### config.mk
export PLATFORM = sky130hd
export DESIGN_NAME = shifter_arbiter_ctrl
export DESIGN_NICKNAME = d
export VERILOG_FILES = /design/src/rtl/shifter_arbiter_ctrl.sv
export SDC_FILE = /design/constraint.sdc
export NUM_CORES = 1
export LEC_CHECK = 0
export CAP_MARGIN = 20
export CORE_MARGIN = 2
export CORE_UTILIZATION = 40
export CTS_BUF_LIST = sky130_fd_sc_hd__clkbuf_8
export CTS_CLUSTER_SIZE = 8
export DETAILED_ROUTE_END_ITERATION = 10
export GPL_ROUTABILITY_DRIVEN = 0
export HOLD_SLACK_MARGIN = 0.08
export PLACE_DENSITY = 0.84
export SLEW_MARGIN = 25
export SYNTH_ARGS = -nofsm -noshare
export SYNTH_HDL_FRONTEND = slang
export SYNTH_SLANG_ARGS = --single-unit
### constraint.sdc
create_clock -name clk -period 10.4 [get_ports clk]
set_clock_uncertainty 0.2 [all_clocks]
set_input_delay 2.08 -clock clk [delete_from_list [all_inputs] [get_ports clk]]
set_output_delay 2.08 -clock clk [all_outputs]
set_load 0.03 [all_outputs]
### src/rtl/shifter_arbiter_ctrl.sv
`default_nettype none
// ============================================================================
// Module   : shifter_arbiter_ctrl
// Brief    : Round-robin sharing of one 32-bit SLL barrel shifter between two
//            requesters, with a single tagged response channel.
//            Optional feature macro: SHIFT_SRL_EN (SRL via bit reversal).
// Revision : 1.0 - initial release
// ============================================================================
module shifter_arbiter_ctrl #(
  parameter int         DW        = 32,
  parameter logic [5:0] FUNCT_SLL = 6'h00,
  parameter logic [5:0] FUNCT_SRL = 6'h02,
  parameter logic       RR_INIT   = 1'b1
) (
  input  logic          clk,
  input  logic          reset,
  input  logic          req0_valid,
  output logic          req0_ready,
  input  logic [DW-1:0] req0_data,
  input  logic [DW-1:0] req0_shamt,
  input  logic [5:0]    req0_funct,
  input  logic          req1_valid,
  output logic          req1_ready,
  input  logic [DW-1:0] req1_data,
  input  logic [DW-1:0] req1_shamt,
  input  logic [5:0]    req1_funct,
  output logic [DW-1:0] sh_dataA,
  output logic [DW-1:0] sh_dataB,
  output logic [5:0]    sh_signal,
  output logic          sh_reset,
  input  logic [DW-1:0] sh_dataOut,
  output logic          rsp_valid,
  input  logic          rsp_ready,
  output logic          rsp_id,
  output logic [DW-1:0] rsp_data,
  output logic          rsp_err
);

  typedef enum logic [1:0] {
    S_IDLE = 2'd0,
    S_BUSY = 2'd1,
    S_RESP = 2'd2
  } state_t;

  state_t        r_state;
  state_t        w_state_nxt;
  logic          r_last_grant;
  logic          r_err;
  logic          w_grant0;
  logic          w_grant1;
  logic          w_accept;
  logic [DW-1:0] w_data;
  logic [DW-1:0] w_shamt;
  logic [5:0]    w_funct;
  logic          w_err;
  logic [DW-1:0] w_opnd;
  logic [DW-1:0] w_result;

  // The shifter only ever performs SLL; right shifts are built around it.
  assign sh_signal = FUNCT_SLL;

  // On a tie the requester that did not win last time is served.
  always_comb begin
    w_grant0 = 1'b0;
    w_grant1 = 1'b0;
    if (req0_valid && req1_valid) begin
      w_grant0 = r_last_grant;
      w_grant1 = ~r_last_grant;
    end else begin
      w_grant0 = req0_valid;
      w_grant1 = req1_valid;
    end
  end

  assign w_accept = (r_state == S_IDLE) && (w_grant0 || w_grant1);
  assign w_data   = w_grant1 ? req1_data  : req0_data;
  assign w_shamt  = w_grant1 ? req1_shamt : req0_shamt;
  assign w_funct  = w_grant1 ? req1_funct : req0_funct;

`ifdef SHIFT_SRL_EN
  logic          r_rev;
  logic          w_rev;
  logic [DW-1:0] w_data_rev;
  logic [DW-1:0] w_out_rev;

  // SRL is SLL on the mirrored operand, mirrored back on the way out.
  for (genvar i = 0; i < DW; i++) begin : g_rev
    assign w_data_rev[i] = w_data[DW-1-i];
    assign w_out_rev[i]  = sh_dataOut[DW-1-i];
  end

  assign w_rev    = (w_funct == FUNCT_SRL);
  assign w_err    = (w_funct != FUNCT_SLL) && !w_rev;
  assign w_opnd   = w_rev ? w_data_rev : w_data;
  assign w_result = r_rev ? w_out_rev : sh_dataOut;

  always_ff @(posedge clk or posedge reset) begin
    if (reset) begin
      r_rev <= 1'b0;
    end else if (w_accept) begin
      r_rev <= w_rev;
    end
  end
`else
  assign w_err    = (w_funct != FUNCT_SLL) || (w_funct == FUNCT_SRL);
  assign w_opnd   = w_data;
  assign w_result = sh_dataOut;
`endif

  always_ff @(posedge clk or posedge reset) begin
    if (reset) begin
      r_state <= S_IDLE;
    end else begin
      r_state <= w_state_nxt;
    end
  end

  always_comb begin
    w_state_nxt = r_state;
    req0_ready  = 1'b0;
    req1_ready  = 1'b0;
    sh_reset    = 1'b1;
    case (r_state)
      S_IDLE: begin
        req0_ready = w_grant0;
        req1_ready = w_grant1;
        if (w_grant0 || w_grant1) begin
          w_state_nxt = S_BUSY;
        end
      end
      S_BUSY: begin
        sh_reset    = 1'b0;
        w_state_nxt = S_RESP;
      end
      S_RESP: begin
        if (rsp_ready) begin
          w_state_nxt = S_IDLE;
        end
      end
      default: begin
        w_state_nxt = S_IDLE;
      end
    endcase
  end

  // last_grant doubles as the id of the operation in flight.
  always_ff @(posedge clk or posedge reset) begin
    if (reset) begin
      r_last_grant <= RR_INIT;
      r_err        <= 1'b0;
      sh_dataA     <= '0;
      sh_dataB     <= '0;
      rsp_valid    <= 1'b0;
      rsp_id       <= 1'b0;
      rsp_data     <= '0;
      rsp_err      <= 1'b0;
    end else begin
      if (w_accept) begin
        r_last_grant <= w_grant1;
        r_err        <= w_err;
        sh_dataA     <= w_opnd;
        sh_dataB     <= w_shamt;
      end
      if (r_state == S_BUSY) begin
        rsp_valid <= 1'b1;
        rsp_id    <= r_last_grant;
        rsp_err   <= r_err;
        rsp_data  <= r_err ? '0 : w_result;
      end else if (rsp_valid && rsp_ready) begin
        rsp_valid <= 1'b0;
      end
    end
  end

endmodule
`default_nettype wire

==> metrics.cfg <==
[status]
status = completed

[cells_and_area]
regArea_sq_mm = 0.002579
utilization_pct = 66.21
multi_input_area_sq_mm = 0.002132
antenna_cells = 0
synthToLayoutAreaGrowth_pct = 62.27
nFillCells = 945
drive_above_1_share_pct = 22.63
fin_nets = 826

[detailed_routing]
wire_per_inst_um = 16.58
vias_per_cell = 4.966
num_vias = 3978
remaining_drc_errors = 0
postRouteWirelength_um = 13280
drt-pass1-iter-count = 4
ant_nets = 0
drt_iter0_markers = 250

[min_path]
hold_path_class = register to register
hold_depth = 2

[pwr]
power.leakage_nw = 3.220
finalPower_mw = 2.207
peakVddDrop_v = 0.0001914
power_per_cell_area_mw_per_mm2 = 278.6

[synth]
synthCells = 383
syn_area_per_cell_sq_um = 12.74
synth-seq-cells = 103
synth_seq_area_share_pct = 52.83
synth_edf_count = 0
ys.flop_type = dfrtp_1
synth.area.top_cells = dfrtp_1 52%, mux2_2 26%, nand2b_1 4.4%
yosysMostFrequentCell = mux2_2
yosysTopAreaCellShare_pct = 52.29
ys_types = 24
syn_area_sq_mm = 0.004881
async_flop_share_pct = 100.0
synth_common_cells = 114 x mux2_2, 102 x dfrtp_1, 34 x nand2b_1
yosys.area.top_type = dfrtp_1
synth_warnings = 0

[sta]
fin_crit_sh_pct = 64.14
rsz0062_at_grt = false
hold_viol_final = 0
setup_tns_ns = 0
period_needed_ns = 6.671
final_max_slew_viol_count = 0
slew_headroom_pct = 39.96
fmax_ghz = 0.1499
tightestPinTransition_ns = 0.9006
setup_viol = 0

[cts]
clock-root-buffer = clkbuf_8
cts_inserted_buffers = 9
cts_hold_buf = 0
cts.sinks = 103
clock_path_buffers = 2
cts_tree = done
cts_setup_buffers = 0
ctsResizeCount = 0
clk_pin_slew_worst_paths_ns = 0.10
htreeDepth = 3
clkLatencyLatePin_ns = 0.36

[global_route]
grt_max_degree = 70
overflow = 0
grt_pass1_wl_um = 20630
grt_antenna_before_repair = 0
grt_pass1_vias = 4150
grt_usage_pct = 20.30

[floorplan]
die_h_um = 114.5
io-pin-count = 285
die-area_sq_mm = 0.01310
coreArea_sq_mm = 0.01196
initial_utilization_pct = 40.81
die_w_um = 114.5
row_count = 40

[setup_path]
critPathRequiredTime_ns = 8.12
crit_type = input pin to primary output
worstSetupStartpointType = input pin
arrival_ns = 4.39
worst_r2r_path_depth = 5
crit_fanout = 68
critical_path.endpoint_type = primary output

[placement]
io_buffers = 278
hpwl_um = 10300

[flow_run]
drv_cap = 0

-- layout make-up --
cell class	count	area share (%)
clock buffer	10	1.738
clock inverter	6	0.8689
inverter	3	0.1738
multi-input combinational	251	26.92
sequential	103	32.56
tap	147	2.322
timing repair buffer	281	35.42
-- cell families after synthesis --
group | Yosys count | share of synthesized area [%]
and+or+nand+nor | 75 | 7.793
other | 1 | 0.07683
buffers and inverters | 34 | 4.178
AOI/OAI and AO/OA | 40 | 4.358
DFF | 103 | 52.83
muxes | 130 | 30.76
-- metrics by stage --
step	setup WS, ns	hold WS [ns]	instance area (sq um)	std cells
2_1_floorplan	5.203	0.3100	4900	388
3_3_place_gp	3.758	0.2626	7709	785
3_5_place_dp	3.658	0.2693	7709	785
4_1_cts	3.660	0.2949	7915	801
5_1_grt	3.602	0.3233	7920	801
6_report	3.729	0.2843	7920	801
-- worst max-delay path, cell delays in order --
cell and delay [ns]:
clkdlybuf4s50_1 0.55, a21boi_4 0.20, buf_4 0.66, and2_1 0.22
clkdlybuf4s50_1 0.66
-- path summary, 6_finish.rpt --
kind / startpoint / end / slack, ns
max: req1_valid / req1_ready / 3.73
min: rsp_data[23]$_DFFE_PP0P_ / rsp_data[23]$_DFFE_PP0P_ / 0.28
max reg2reg: r_state[0]$_DFFE_PP0P_ / sh_dataA[0]$_DFFE_PP0P_ / 7.97
min reg2reg: rsp_data[23]$_DFFE_PP0P_ / rsp_data[23]$_DFFE_PP0P_ / 0.28
max in group asynchronous: reset / sh_dataB[6]$_DFFE_PP0P_ / 6.93
min in group asynchronous: reset / sh_dataB[23]$_DFFE_PP0P_ / 1.96
-- sequential cells by signal, summed over array words and instances (netlist names) --
register and count:
sh_dataA 32, rsp_id 1, r_state 2, r_err 1, r_last_grant 1, rsp_err 1
sh_dataB 32, rsp_valid 1, rsp_data 32
-- metal layers --
layer  track usage (%)  up-vias  share of wire (%)
li1                  -     1840                  -
met1             21.62     1919                 36
met2             36.84      188                 52
met3             6.247       31                9.0
met4             8.862        0                3.1
met5                 0        -                  0
-- power by group --
group / switching (mW) / leakage, nW / internal, mW / total, mW
registers: 0.112 / 1.25 / 0.584 / 0.695
clock network: 0.139 / 0.103 / 0.119 / 0.259
logic: 0.659 / 1.86 / 0.594 / 1.25
-- layout by cell type, fill, tap and decap left out, types with 2 or more instances in the layout --
cell type | Yosys | routed
dfrtp_1 | 102 | 102
nand2b_1 | 34 | 33
buf_4 | 12 | 3
nand2_1 | 32 | 32
mux2_4 | 10 | 10
o21ai_0 | 32 | 32
o31ai_1 | 2 | 2
nor2_1 | 4 | 4
mux2_2 | 114 | 114
mux2_1 | 6 | 6
o21ai_1 | 3 | 3
clkbuf_8 | 0 | 10
nor4_1 | 2 | 2
clkdlybuf4s50_1 | 0 | 278
conb_1 | 1 | 6
clkinv_4 | 0 | 2
No activity file was read; power rests on OpenSTA's default activity.
==> RTL edit: new RTL, config.mk and constraints unchanged <==
Set the parameter `DW` to 36 (it was 32).
--- a/src/rtl/shifter_arbiter_ctrl.sv
+++ b/src/rtl/shifter_arbiter_ctrl.sv
@@ -7,7 +7,7 @@
 // Revision : 1.0 - initial release
 // ============================================================================
 module shifter_arbiter_ctrl #(
-  parameter int         DW        = 32,
+  parameter int         DW        = 36,
   parameter logic [5:0] FUNCT_SLL = 6'h00,
   parameter logic [5:0] FUNCT_SRL = 6'h02,
   parameter logic       RR_INIT   = 1'b1
Interface: changed (8 resized); port bits go from 285 to 317. The function was not compared with the original's and may differ.
==> RTL edit against the unedited design <==
Sequential power increased by 12%; power increased by 19%; synthesized cell count increased by 11%; cell count increased by 15%; setup slack improved by 0.30 ns; fmax increased by 4.6%; area after synthesis increased by 10%; clock power increased by 77%; wire length increased by 18%; count of clock-buffer cells in the layout increased by 11; via count increased by 11%; sequential cell count increased by 12; non-clock buffer count increased by 34; final area increased by 14%.
==> RTL edit: results (changes against the unedited design) <==
* Status: finished, final reports clean (unchanged)
* Critical path's slowest cell: clkdlybuf4s50_1 (was buf_4)
* Hold path depth at 2 (unchanged)
* Largest net degree at the start of global routing at 77 (was 70)
* Clock power frac at 17.4% (was 11.7%)
* Ys async rst share at 100% (unchanged)
* DP Area at 8580 um2 (was 7710 um2)
* Min Hold Slack at 0.278 ns (was 0.284 ns)
* Final HPWL DP at 12.1 mm (was 10.3 mm)
* Initial antenna violation count at 0 (unchanged)
* Pleak at 3.67 nW (was 3.22 nW)
* Layout cells sized above 1 at 20.3% (was 22.6%)
* Biggest regs: rsp_data (36), sh_dataA (36), sh_dataB (36) (was rsp_data (32), sh_dataA (32), sh_dataB (32))
* Synth cell types at 25 (was 24)
* Initial DRC Count at 112 (was 250)
* Pre-CTS setup slack at 4.01 ns (was 3.66 ns)
* Reg clk slew, reported paths at 0.07 ns (was 0.10 ns)
* Switching Fraction at 39.4% (was 41.2%)
* Nets at 928 (was 826)
* Synth top area cells: dfrtp_1 (53%), mux2_2 (23%), mux2_1 (7.5%) (was dfrtp_1 (52%), mux2_2 (26%), nand2b_1 (4.4%))
* Slowest stage delay, CP at 0.66 ns (about the same)
* Compound-Gate Fraction of Synth Area at 4.32% (was 4.36%)
* PostCTS Resize Cnt at 0 (unchanged)
* CP max FO at 38 (was 68)
* Inserted Clock Buffers at 17 (was 9)
* Mux contribution to synthesized area at 30.5% (was 30.8%)
* First-pass GRT wire length at 24.3 mm (was 20.6 mm)
* WP data arrival at 4.09 ns (was 4.39 ns)
* Fin crit period at 6.37 ns (was 6.67 ns)
* Routed via count at 4,417 (was 3,978)
* Final non-filler cell total at 920 (was 801)
* Hold Startpoint: rsp_data[10] (was rsp_data[23])
* Synth top cells by count: dfrtp_1 (114), mux2_2 (110), nand2b_1 (38), o21ai_0 (38) (was mux2_2 (114), dfrtp_1 (102), nand2b_1 (34))
* Kind of cell adding the most delay to the critical path: buffers and inverters (unchanged)
* 1st-pass router iterations at 5 (was 4)
* R2R setup slack at 7.92 ns (was 7.97 ns)
* Synth Area in XOR/XNOR at 0% (unchanged)
* Gr usage total at 22.1% (was 20.3%)
* Wire per inst at 17.1 um (was 16.6 um)
* Sequential power at 0.776 mW (was 0.695 mW)
* CTS H-Tree Depth at 4 (was 3)
* Gate Count Post-Synth at 425 (was 383)
* Root buffer cell: clkbuf_8 (unchanged)
* Hold path endpoint: rsp_data[10] (was rsp_data[23])
* Reg-to-Reg End: sh_dataA[8] (was sh_dataA[0])
* Peak supply drop at 0.226 mV (was 0.191 mV)
* Vias in the first global route at 4,762 (was 4,150)
* Net Switching at 1.03 mW (was 0.910 mW)
* Worst-Skew Late Latency at 0.42 ns (was 0.36 ns)
* Placed cell count at 888 (was 785)
* Post-synthesis sequential area ratio at 53.4% (was 52.8%)
* Worst Tran Pin Value at 0.953 ns (was 0.901 ns)
* PortBufs at 310 (was 278)
-- RTL edit: cell count changes after synthesis, moves of 6 or more --
cell     unedited run  this run
mux2_1              6        36
o21ai_0            32        38
buf_4              12         6
dfrtp_1           102       114
mux2_4             10         0
-- RTL edit: routing by layer --
| layer | global-route usage, % | up-vias | routed length [um] |
|---|---|---|---|
| met5 | 0 | - | 0 |
| met4 | 7.94 | 0 | 347 |
| met3 | 7.27 | 27 | 1090 |
| met2 | 41.1 | 170 | 8540 |
| met1 | 22.9 | 2148 | 5720 |
| li1 | - | 2072 | - |
-- RTL edit: area by class of cell --
| class | instances | area, um2 |
|---|---|---|
| well taps | 176 | 220 |
| fillers | 963 | 4160 |
| clock buffers | 21 | 289 |
| flip-flops and latches | 115 | 2880 |
| clock inverters | 11 | 156 |
| repair buffers | 315 | 3140 |
| multi-input cells | 279 | 2330 |
| inverters | 3 | 13.8 |
